File: config.mk
export PLATFORM = sky130hd
export DESIGN_NAME = age_ordered_issue_select
export DESIGN_NICKNAME = d
export VERILOG_FILES = /design/src/rtl/age_ordered_issue_select.sv
export SDC_FILE = /design/constraint.sdc
export NUM_CORES = 1
export LEC_CHECK = 0
export ABC_CLOCK_PERIOD_IN_PS = 11150
export CAP_MARGIN = 40
export CORE_MARGIN = 4
export CORE_UTILIZATION = 36
export DETAILED_ROUTE_END_ITERATION = 10
export PLACE_DENSITY = 0.57
export SLEW_MARGIN = 30
export SYNTH_ARGS = -nofsm -noshare
export SYNTH_HDL_FRONTEND = slang
export SYNTH_SLANG_ARGS = --single-unit
File: constraint.sdc
create_clock -name clk -period 11.15 [get_ports clk]
set_input_delay 1.115 -clock clk [delete_from_list [all_inputs] [get_ports clk]]
set_output_delay 1.115 -clock clk [all_outputs]
set_load 0.05 [all_outputs]
File: src/rtl/age_ordered_issue_select.sv
// Age-matrix issue selector: picks up to ISSUE_WIDTH oldest ready queue entries
// each cycle and holds them on registered per-port grants until the FU accepts.
module age_ordered_issue_select #(
  parameter int unsigned QUEUE_SIZE  = 16,
  parameter int unsigned QUEUE_INDEX = 4,
  parameter int unsigned ISSUE_WIDTH = 2
) (
  input  logic                               clk,
  input  logic                               rst,
  input  logic                               alloc_valid,
  input  logic [QUEUE_INDEX-1:0]             alloc_index,
  input  logic [QUEUE_SIZE-1:0]              entry_ready,
  input  logic                               flush_valid,
  input  logic [QUEUE_SIZE-1:0]              flush_mask,
  input  logic [ISSUE_WIDTH-1:0]             fu_ready,
  output logic [ISSUE_WIDTH-1:0]             grant_valid,
  output logic [ISSUE_WIDTH*QUEUE_INDEX-1:0] grant_index,
  output logic [ISSUE_WIDTH-1:0]             dealloc_valid,
  output logic [ISSUE_WIDTH*QUEUE_INDEX-1:0] dealloc_index,
  output logic [QUEUE_SIZE-1:0]              occupied
);

  localparam int unsigned RANK_W = QUEUE_INDEX + 1;

  // older_q[i][j] set means entry i was allocated before entry j
  logic [QUEUE_SIZE-1:0]              older_q [QUEUE_SIZE];
  logic [QUEUE_SIZE-1:0]              older_d [QUEUE_SIZE];
  logic [QUEUE_SIZE-1:0]              flush_vec;
  logic [QUEUE_SIZE-1:0]              alloc_vec;
  logic [QUEUE_SIZE-1:0]              pending;
  logic [QUEUE_SIZE-1:0]              freed;
  logic [QUEUE_SIZE-1:0]              cand;
  logic [QUEUE_SIZE-1:0]              occupied_d;
  logic [RANK_W-1:0]                  rank [QUEUE_SIZE];
  logic [RANK_W-1:0]                  load_slot;
  logic [ISSUE_WIDTH-1:0]             grant_valid_d;
  logic [ISSUE_WIDTH*QUEUE_INDEX-1:0] grant_index_d;

  assign flush_vec     = flush_valid ? flush_mask : '0;
  assign dealloc_valid = grant_valid & fu_ready;
  assign dealloc_index = grant_index;

  // Entries sitting in a port register, and those handed to an FU this cycle
  always_comb begin : pending_freed
    pending = '0;
    freed   = '0;
    for (int p = 0; p < ISSUE_WIDTH; p++) begin
      if (grant_valid[p])   pending[grant_index[p*QUEUE_INDEX +: QUEUE_INDEX]] = 1'b1;
      if (dealloc_valid[p]) freed[grant_index[p*QUEUE_INDEX +: QUEUE_INDEX]]   = 1'b1;
    end
  end

  assign cand = occupied & entry_ready & ~pending & ~flush_vec;

  // Rank = number of older candidates; ranks of candidates are unique
  always_comb begin : rank_calc
    for (int i = 0; i < QUEUE_SIZE; i++) begin
      rank[i] = '0;
      for (int j = 0; j < QUEUE_SIZE; j++) begin
        if (cand[j] && older_q[j][i]) rank[i] = rank[i] + RANK_W'(1);
      end
    end
  end

  // Loading ports take candidates in age order; stalled ports hold unless flushed
  always_comb begin : port_load
    grant_valid_d = grant_valid;
    grant_index_d = grant_index;
    load_slot     = '0;
    for (int p = 0; p < ISSUE_WIDTH; p++) begin
      if (!grant_valid[p] || dealloc_valid[p]) begin
        grant_valid_d[p] = 1'b0;
        for (int i = 0; i < QUEUE_SIZE; i++) begin
          if (cand[i] && (rank[i] == load_slot)) begin
            grant_valid_d[p]                            = 1'b1;
            grant_index_d[p*QUEUE_INDEX +: QUEUE_INDEX] = QUEUE_INDEX'(i);
          end
        end
        load_slot = load_slot + RANK_W'(1);
      end else if (flush_vec[grant_index[p*QUEUE_INDEX +: QUEUE_INDEX]]) begin
        grant_valid_d[p] = 1'b0;
      end
    end
  end

  // New entry is younger than everything currently occupied; alloc beats flush
  always_comb begin : age_update
    alloc_vec = '0;
    for (int j = 0; j < QUEUE_SIZE; j++) begin
      older_d[j] = older_q[j];
      if (alloc_valid) begin
        if (alloc_index == QUEUE_INDEX'(j)) alloc_vec[j] = 1'b1;
        older_d[j][alloc_index] = (alloc_index == QUEUE_INDEX'(j)) ? 1'b0 : occupied[j];
      end
    end
    if (alloc_valid) older_d[alloc_index] = '0;
    occupied_d = (occupied & ~freed & ~flush_vec) | alloc_vec;
  end

  always_ff @(posedge clk) begin
    if (rst) begin
      occupied    <= '0;
      grant_valid <= '0;
      grant_index <= '0;
      for (int i = 0; i < QUEUE_SIZE; i++) older_q[i] <= '0;
    end else begin
      occupied    <= occupied_d;
      grant_valid <= grant_valid_d;
      grant_index <= grant_index_d;
      for (int i = 0; i < QUEUE_SIZE; i++) older_q[i] <= older_d[i];
    end
  end

endmodule

==> reports/summary.log, run 1 <==
qor: global_route.first_global_vias 38700
qor: clock_network.worst_setup_hold_path_clk_slew 60 ps
qor: route.vias 41900
qor: route.detail_route.wirelength 163000 um
qor: yosys.ys.warnings.count 0
qor: sta.max_freq 89.4 MHz
qor: sta.tightest_pin_transition 892 ps
qor: clock_network.clkSinkCount 282
qor: placed_design.dp_hpwl 123000 um
qor: status.outcome complete, but fails checks
qor: yosys.async_flop_share 0%
qor: yosys.synth_area_per_cell 7.38 um2
qor: yosys.netlist_area 38200 um2
qor: yosys.yosys.cell_types.count 126
qor: critical_path.cp_slowest_cell or4b_4
qor: cells_and_area.stdcell_count 7366
qor: cells_and_area.num-nets-final 6219
qor: route.route.detailed.wl_per_inst 22.2 um
qor: status.failing_checks negative setup slack
qor: critical_path.critical_path_arrival 11650 ps
qor: critical_path.critical_path_class in -> reg
qor: cells_and_area.post-route-cell-area 50600 um2
qor: global_route.antenna_violations_before_repair 9
qor: sta.slack_of_the_critical_path -38.3 ps
qor: sta.final-hold-violation-count 0
qor: yosys.synth_edf_count 0
qor: clock_network.cts_root_buf clkbuf_16
qor: floorplan.core-area 105000 um2
qor: critical_path.critical_path.max_stage_delay 520 ps
qor: floorplan.ioPinCount 78
qor: sta.fin_skew 38.6 ps
qor: pwr.power_density 52.1 nW/um2
qor: critical_path.critical_path.endpoint_type register
qor: yosys.yosys_register_bits 282
qor: worst_hold_path.hold_crit_path_type reg -> reg
qor: route.drc_violation_count_after_routing 0
qor: sta.fin_crit_sh 100%
qor: critical_path.critPathRequiredTime 11610 ps
qor: worst_hold_path.hold_path_cell_cnt 2
qor: critical_path.cp_num_cells 56
qor: critical_path.startpoint_class input pin
qor: global_route.maximum_number_of_pins_on_one_net_before_global_route_repair 37
qor: global_route.grt_pass1_wl 237000 um
qor: sta.whs 449 ps
qor: route.initialDrtViolationCount 3707
qor: sta.slew_headroom 40.3%
qor: global_route.global_route.usage.total 27.5%
qor: floorplan.fp.dieArea 111000 um2
qor: cells_and_area.postLayoutCoreUtil 48.1%
qor: placed_design.post-place-cells 7175
qor: placed_design.dpl_cell_area 46300 um2
qor: sta.totalNegativeSetupSlack -52.3 ps
qor: floorplan.starting_density_of_the_core 36.3%
qor: yosys.synthesis.instances 5173
qor: yosys.seq_area_frac_synth 14.8%
qor: clock_network.number_of_buffers_inserted_during_clock_tree_synthesis 39
qor: critical_path.cp.buffers_inverters 10
qor: pwr.vdd.ir_drop.worst 0.0776 mV
qor: floorplan.floorplan_die_height 334 um
qor: floorplan.core.rowCount 119
qor: clock_network.clock_latency 590 ps
qor: global_route.overflow 0
qor: placed_design.place.port_buffers 77
qor: route.detail_route.vias_per_cell 5.69
qor: critical_path.path_max_fanout 7
qor: floorplan.horiz_die_dim 334 um
qor: yosys.synth_flop_cell dfxtp_1
qor: sta.period_minus_slack 11190 ps
qor: cells_and_area.drive_above_1_share 26.5%
qor: sta.rsz0062_at_grt true
qor: clock_network.hold_buffers 0
qor: sta.finalMaxSlewViolations 0
qor: pwr.static_leakage_power 21.5 nW
qor: critical_path.worst-r2r-cell-count 57
qor: sta.setup_viol 2
qor: placed_design.finalWeightedCongestion 0.992
qor: job.max_cap_viol_count 0
qor: clock_network.cts.path.max_buffers 3
qor: cells_and_area.layout-area-overhead-vs-synth 32.7%
qor: clock_network.cts_htree_levels 2
qor: route.drt-pass1-iter-count 6
qor: yosys.synthesis.nets 5455
qor: clock_network.cts_tree done
qor: critical_path.critical-path-top-delay-family adder cells
qor: route.detail-route-antenna-nets 0
## cell usage after synthesis, drive strengths merged (68+ instances only)
| master | count | area, um2 |
|---|---|---|
| nand3 | 284 | 1440 |
| a21oi | 390 | 1960 |
| xnor2 | 453 | 4490 |
| xnor3 | 68 | 1540 |
| nor2 | 308 | 1160 |
| nor3 | 86 | 457 |
| ha | 240 | 3000 |
| nand4 | 94 | 603 |
| mux2i | 97 | 971 |
| xor2 | 183 | 1790 |
| clkbuf | 186 | 701 |
| inv | 171 | 642 |
| dfxtp | 282 | 5650 |
| a31oi | 83 | 547 |
| o21ai | 112 | 561 |
| nand2 | 1013 | 3800 |
| and2 | 110 | 691 |
| and3 | 175 | 1110 |
## final timing paths
check                    from               end  slack, ps
max             flush_mask[1]  dealloc_index[6]        -40
min            older_q[1][40]    older_q[1][40]        450
max reg2reg  dealloc_index[2]  dealloc_index[6]        -10
min reg2reg    older_q[1][40]    older_q[1][40]        450
## metal layers
layer  up-vias  routed length (um)  track usage [%]
met3       393               14000             4.94
met5         -                  13                0
li1      19900                   -                -
met2      1631               70700             43.2
met1     20000               69300             36.8
met4         2                9390             12.5
## per-stage QoR
step	total power, mW	setup WS (ps)
6_report	2.64	-38.3
5_1_grt	2.69	-397
4_1_cts	2.64	0.378
3_5_place_dp	1.26	-1430
3_3_place_gp	1.25	-1150
2_1_floorplan	1.12	-145
## flip-flops by register name, indices dropped and copies added (netlist names)
signal	flops
grant_valid	2
dealloc_index	8
occupied	16
older_q	256
## area by class of cell
class	instances	area [um2]
Fill cell	10300	54600
Multi-Input combinational cell	4468	33300
Timing Repair Buffer	975	7940
Sequential cell	282	5650
Tap cell	1391	1740
Clock buffer	50	1060
Inverter	171	642
Clock inverter	20	285
Antenna cell	9	22.5
## worst register-to-register path, delay by kind of cell, from the launching register on
family / cells / cell delay, ps
AO/OA/AOI/OAI: 10 / 1590
multiplexers: 10 / 2100
AND/OR/NAND/NOR: 13 / 2380
adder cells (fa/ha/maj): 14 / 3640
XOR/XNOR: 1 / 180
flip-flops: 1 / 320
buffers and inverters: 9 / 850
## power by group
part           internal, mW  total, mW  switching, mW
clock network         0.832       1.38          0.549
logic                0.0679      0.242          0.174
registers              1.01       1.01        0.00350
## logic make-up (layout without fill, tap and decap cells)
kind of cell	count (synthesis)	after routing	share of synthesized area (%)
simple gates	2349	2349	29.8
compound gates	1014	1014	17.3
xor+xnor	716	716	21.2
buf+inv	423	1216	4.59
flops	282	282	14.8
fa+ha+maj	242	242	7.92
mux	147	147	4.32
other cells	0	9	0
## cells in the final DEF (no fill, tap or decap), drive strengths merged, types with 86 or more instances in the layout
cell type / netlist / routed
dfxtp: 282 / 282
nand4: 94 / 94
nand3: 284 / 284
and2: 110 / 110
inv: 171 / 173
nand2: 1013 / 1013
mux2i: 97 / 97
o21ai: 112 / 112
buf: 66 / 901
and3: 175 / 175
nor3: 86 / 86
xor2: 183 / 183
xnor2: 453 / 453
a21oi: 390 / 390
ha: 240 / 240
nor2: 308 / 308
## what timing repair did
item                       4_1_cts  5_1_grt
buffers inserted                54       59
gates resized for setup        128      319
gates cloned                     1        0
pin swaps                       63      145
setup endpoints to repair       10       10
(Power assumes the default switching activity.)
==> run 2: changes to the inputs <==
Settings changed: ABC_AREA set to 1.
==> reports/summary.log, run 2 <==
qor: clock_network.cts_root_buf clkbuf_16
qor: placed_design.preCtsSetupSlack -589 ps
qor: critical_path.startpoint_class input pin
qor: yosys.synth_top_area_share 23.3%
qor: route.vias 42600
qor: yosys.synth.top_cells.by_count 2291 x nand2_1, 1424 x inv_1, 666 x nor2_1
qor: critical_path.rr_startpoint dealloc_index[5]
qor: yosys.netlist_area 37000 um2
qor: route.drt-pass1-iter-count 6
qor: route.initialDrtViolationCount 3001
qor: floorplan.core-area 102000 um2
qor: sta.fin_crit_sh 95.6%
qor: cells_and_area.num-nets-final 7634
qor: floorplan.ioPinCount 78
qor: global_route.antenna_violations_before_repair 11
qor: sta.slew_headroom 41.2%
qor: clock_network.cts.path.max_buffers 3
qor: global_route.global_route.usage.total 24.4%
qor: pwr.power_density 59.7 nW/um2
qor: critical_path.critical_path_class in -> reg
qor: route.detail-route-antenna-nets 0
qor: critical_path.critical-path-top-delay-family adder cells
qor: placed_design.place.port_buffers 77
qor: cells_and_area.max_flop_register older_q
qor: job.max_cap_viol_count 0
qor: floorplan.floorplan_die_height 328 um
qor: sta.final-hold-violation-count 0
qor: floorplan.fp.dieArea 108000 um2
qor: yosys.synth-adder-area-share 8.12%
qor: pwr.static_leakage_power 24.8 nW
qor: sta.period_minus_slack 10660 ps
qor: worst_hold_path.hold_path_cell_cnt 2
qor: clock_network.clkSinkCount 282
qor: yosys.synthXorXnorAreaFrac 2.03%
qor: sta.setup_viol 0
qor: yosys.yosys-top-cells-area nand2_1 23%, dfxtp_1 15%, inv_1 14%
qor: floorplan.core.rowCount 117
qor: clock_network.number_of_buffers_inserted_during_clock_tree_synthesis 38
qor: route.detail_route.wirelength 136000 um
qor: yosys.synthesis.nets 7252
qor: yosys.post_synthesis_compound_gate_area_fraction 10.6%
qor: placed_design.dp_hpwl 107000 um
qor: cells_and_area.stdcell_count 8750
qor: worst_hold_path.hold_crit_path_type reg -> reg
qor: sta.whs 434 ps
qor: floorplan.starting_density_of_the_core 36.3%
qor: route.drc_violation_count_after_routing 0
qor: route.route.detailed.wl_per_inst 15.5 um
qor: pwr.design_power_total 2.61 mW
qor: worst_hold_path.timing.hold.worst.start older_q[1][93]
qor: critical_path.cp_slowest_cell clkdlybuf4s50_1
qor: clock_network.cts_tree done
qor: sta.totalNegativeSetupSlack 0 ps
qor: floorplan.horiz_die_dim 328 um
qor: yosys.synth_edf_count 0
qor: cells_and_area.most_frequent_cells_in_the_layout 2244 x nand2_1, 1420 x inv_1, 637 x nand3_1
qor: global_route.maximum_number_of_pins_on_one_net_before_global_route_repair 29
qor: cells_and_area.mostFrequentLayoutCell nand2_1
qor: clock_network.clock_latency 570 ps
qor: sta.finalMaxSlewViolations 0
qor: pwr.vdd.ir_drop.worst 0.0762 mV
qor: critical_path.r2r_end dealloc_index[4]
qor: yosys.synth_top_cell_by_area nand2_1
qor: clock_network.cts_htree_levels 2
qor: clock_network.worst_setup_hold_path_clk_slew 50 ps
qor: critical_path.worst-r2r-cell-count 68
qor: yosys.dominant_combinational_cell_family_by_area_after_synthesis simple AND/OR/NAND/NOR gates
qor: yosys.post-synth-top-count-cell nand2_1
qor: global_route.overflow 0
qor: sta.fin_skew 16.4 ps
qor: cells_and_area.drive_above_1_share 12.4%
qor: critical_path.ff2ff_setup_slack 700 ps
qor: critical_path.cp_common_cell ha_1
qor: cells_and_area.post-route-cell-area 43800 um2
qor: global_route.first_global_vias 37200
qor: critical_path.path_max_fanout 7
qor: yosys.synth_area_per_cell 5.31 um2
qor: yosys.ys.warnings.count 0
qor: sta.max_freq 93.8 MHz
qor: yosys.synth_flop_cell dfxtp_1
qor: placed_design.finalWeightedCongestion 0.997
qor: route.detail_route.vias_per_cell 4.86
qor: yosys.yosys.cell_types.count 57
qor: sta.slack_of_the_critical_path 493 ps
qor: critical_path.critical_path_arrival 11140 ps
qor: yosys.synthesis.instances 6970
qor: yosys.synth.area.mux_share 0.0305%
qor: yosys.async_flop_share 0%
qor: placed_design.post-place-cells 8661
qor: cells_and_area.layout-area-overhead-vs-synth 18.3%
qor: sta.tightest_pin_transition 881 ps
qor: cells_and_area.largest_register_ffs 256
qor: critical_path.critical_path.max_stage_delay 410 ps
qor: yosys.seq_area_frac_synth 15.3%
qor: cells_and_area.postLayoutCoreUtil 42.9%
qor: critical_path.critical_path.endpoint_type register
qor: status.outcome finished clean
qor: yosys.synthSimpleGateAreaFrac 47.3%
qor: global_route.grt_pass1_wl 206000 um
qor: critical_path.critical_path.startpoint flush_mask[1]
qor: critical_path.cp.buffers_inverters 9
qor: placed_design.dpl_cell_area 41700 um2
qor: yosys.yosys_register_bits 282
qor: critical_path.critPathRequiredTime 11640 ps
qor: worst_hold_path.hold-path-endpoint older_q[1][93]
-- run 2: cell types whose count changed after synthesis, moves of 136 or more --
| cell | before | now |
|---|---|---|
| and3_1 | 172 | 7 |
| inv_1 | 164 | 1424 |
| nand2_1 | 1012 | 2291 |
| nand3_1 | 281 | 641 |
| nor2_1 | 307 | 666 |
| o21ai_0 | 98 | 290 |
| xnor2_1 | 396 | 29 |
| xor2_1 | 163 | 27 |
-- run 2: what timing repair did --
action	in CTS	in global routing
pin swaps	0	49
gates cloned	0	1
hold buffers	0	0
setup endpoints to repair	1	10
setup buffers	0	16
resized for setup	1	176
-- run 2: logic make-up after synthesis --
family,count (synthesis)
flops,282
fa+ha+maj,240
simple gates,4049
xor+xnor,70
mux,1
buf+inv,1600
compound gates,728
-- run 2: how the worst max path moves through the flow --
stage	end	slack [ps]	cells past startpoint
2_1_floorplan	dealloc_index[4]	240	70
3_3_place_gp	grant_valid[0]	-380	68
3_5_place_dp	grant_valid[0]	-590	69
4_1_cts	grant_valid[0]	5	68
5_1_grt	dealloc_index[4]	-100	69
6_report	grant_valid[0]	490	59
-- run 2: where the power goes --
part | switching [mW] | internal (mW) | leakage, nW | total (mW)
registers | 0.0126 | 1.03 | 2.28 | 1.04
clock network | 0.519 | 0.787 | 0.638 | 1.31
logic | 0.188 | 0.0762 | 21.9 | 0.264
-- run 2: cell type report --
class | instances | area (um2)
Clock inverter | 11 | 136
Fill cell | 11300 | 58100
Antenna cell | 1 | 2.50
Clock buffer | 58 | 1160
Sequential cell | 282 | 5650
Tap cell | 1368 | 1710
Multi-Input combinational cell | 5088 | 25800
Timing Repair Buffer | 444 | 3700
Inverter | 1498 | 5630
-- run 2: per-layer routing --
| metal | share of wire, % | GRT usage [%] |
|---|---|---|
| met1 | 46 | 34.2 |
| met2 | 41 | 37.3 |
| met3 | 8.8 | 4.57 |
| met4 | 3.8 | 8.15 |
| met5 | 0.030 | 0 |
-- run 2: worst min-delay path: stages, from the launching register on --
cell and delay, ps:
dfxtp_1 290, inv_1 60, nor2_1 40
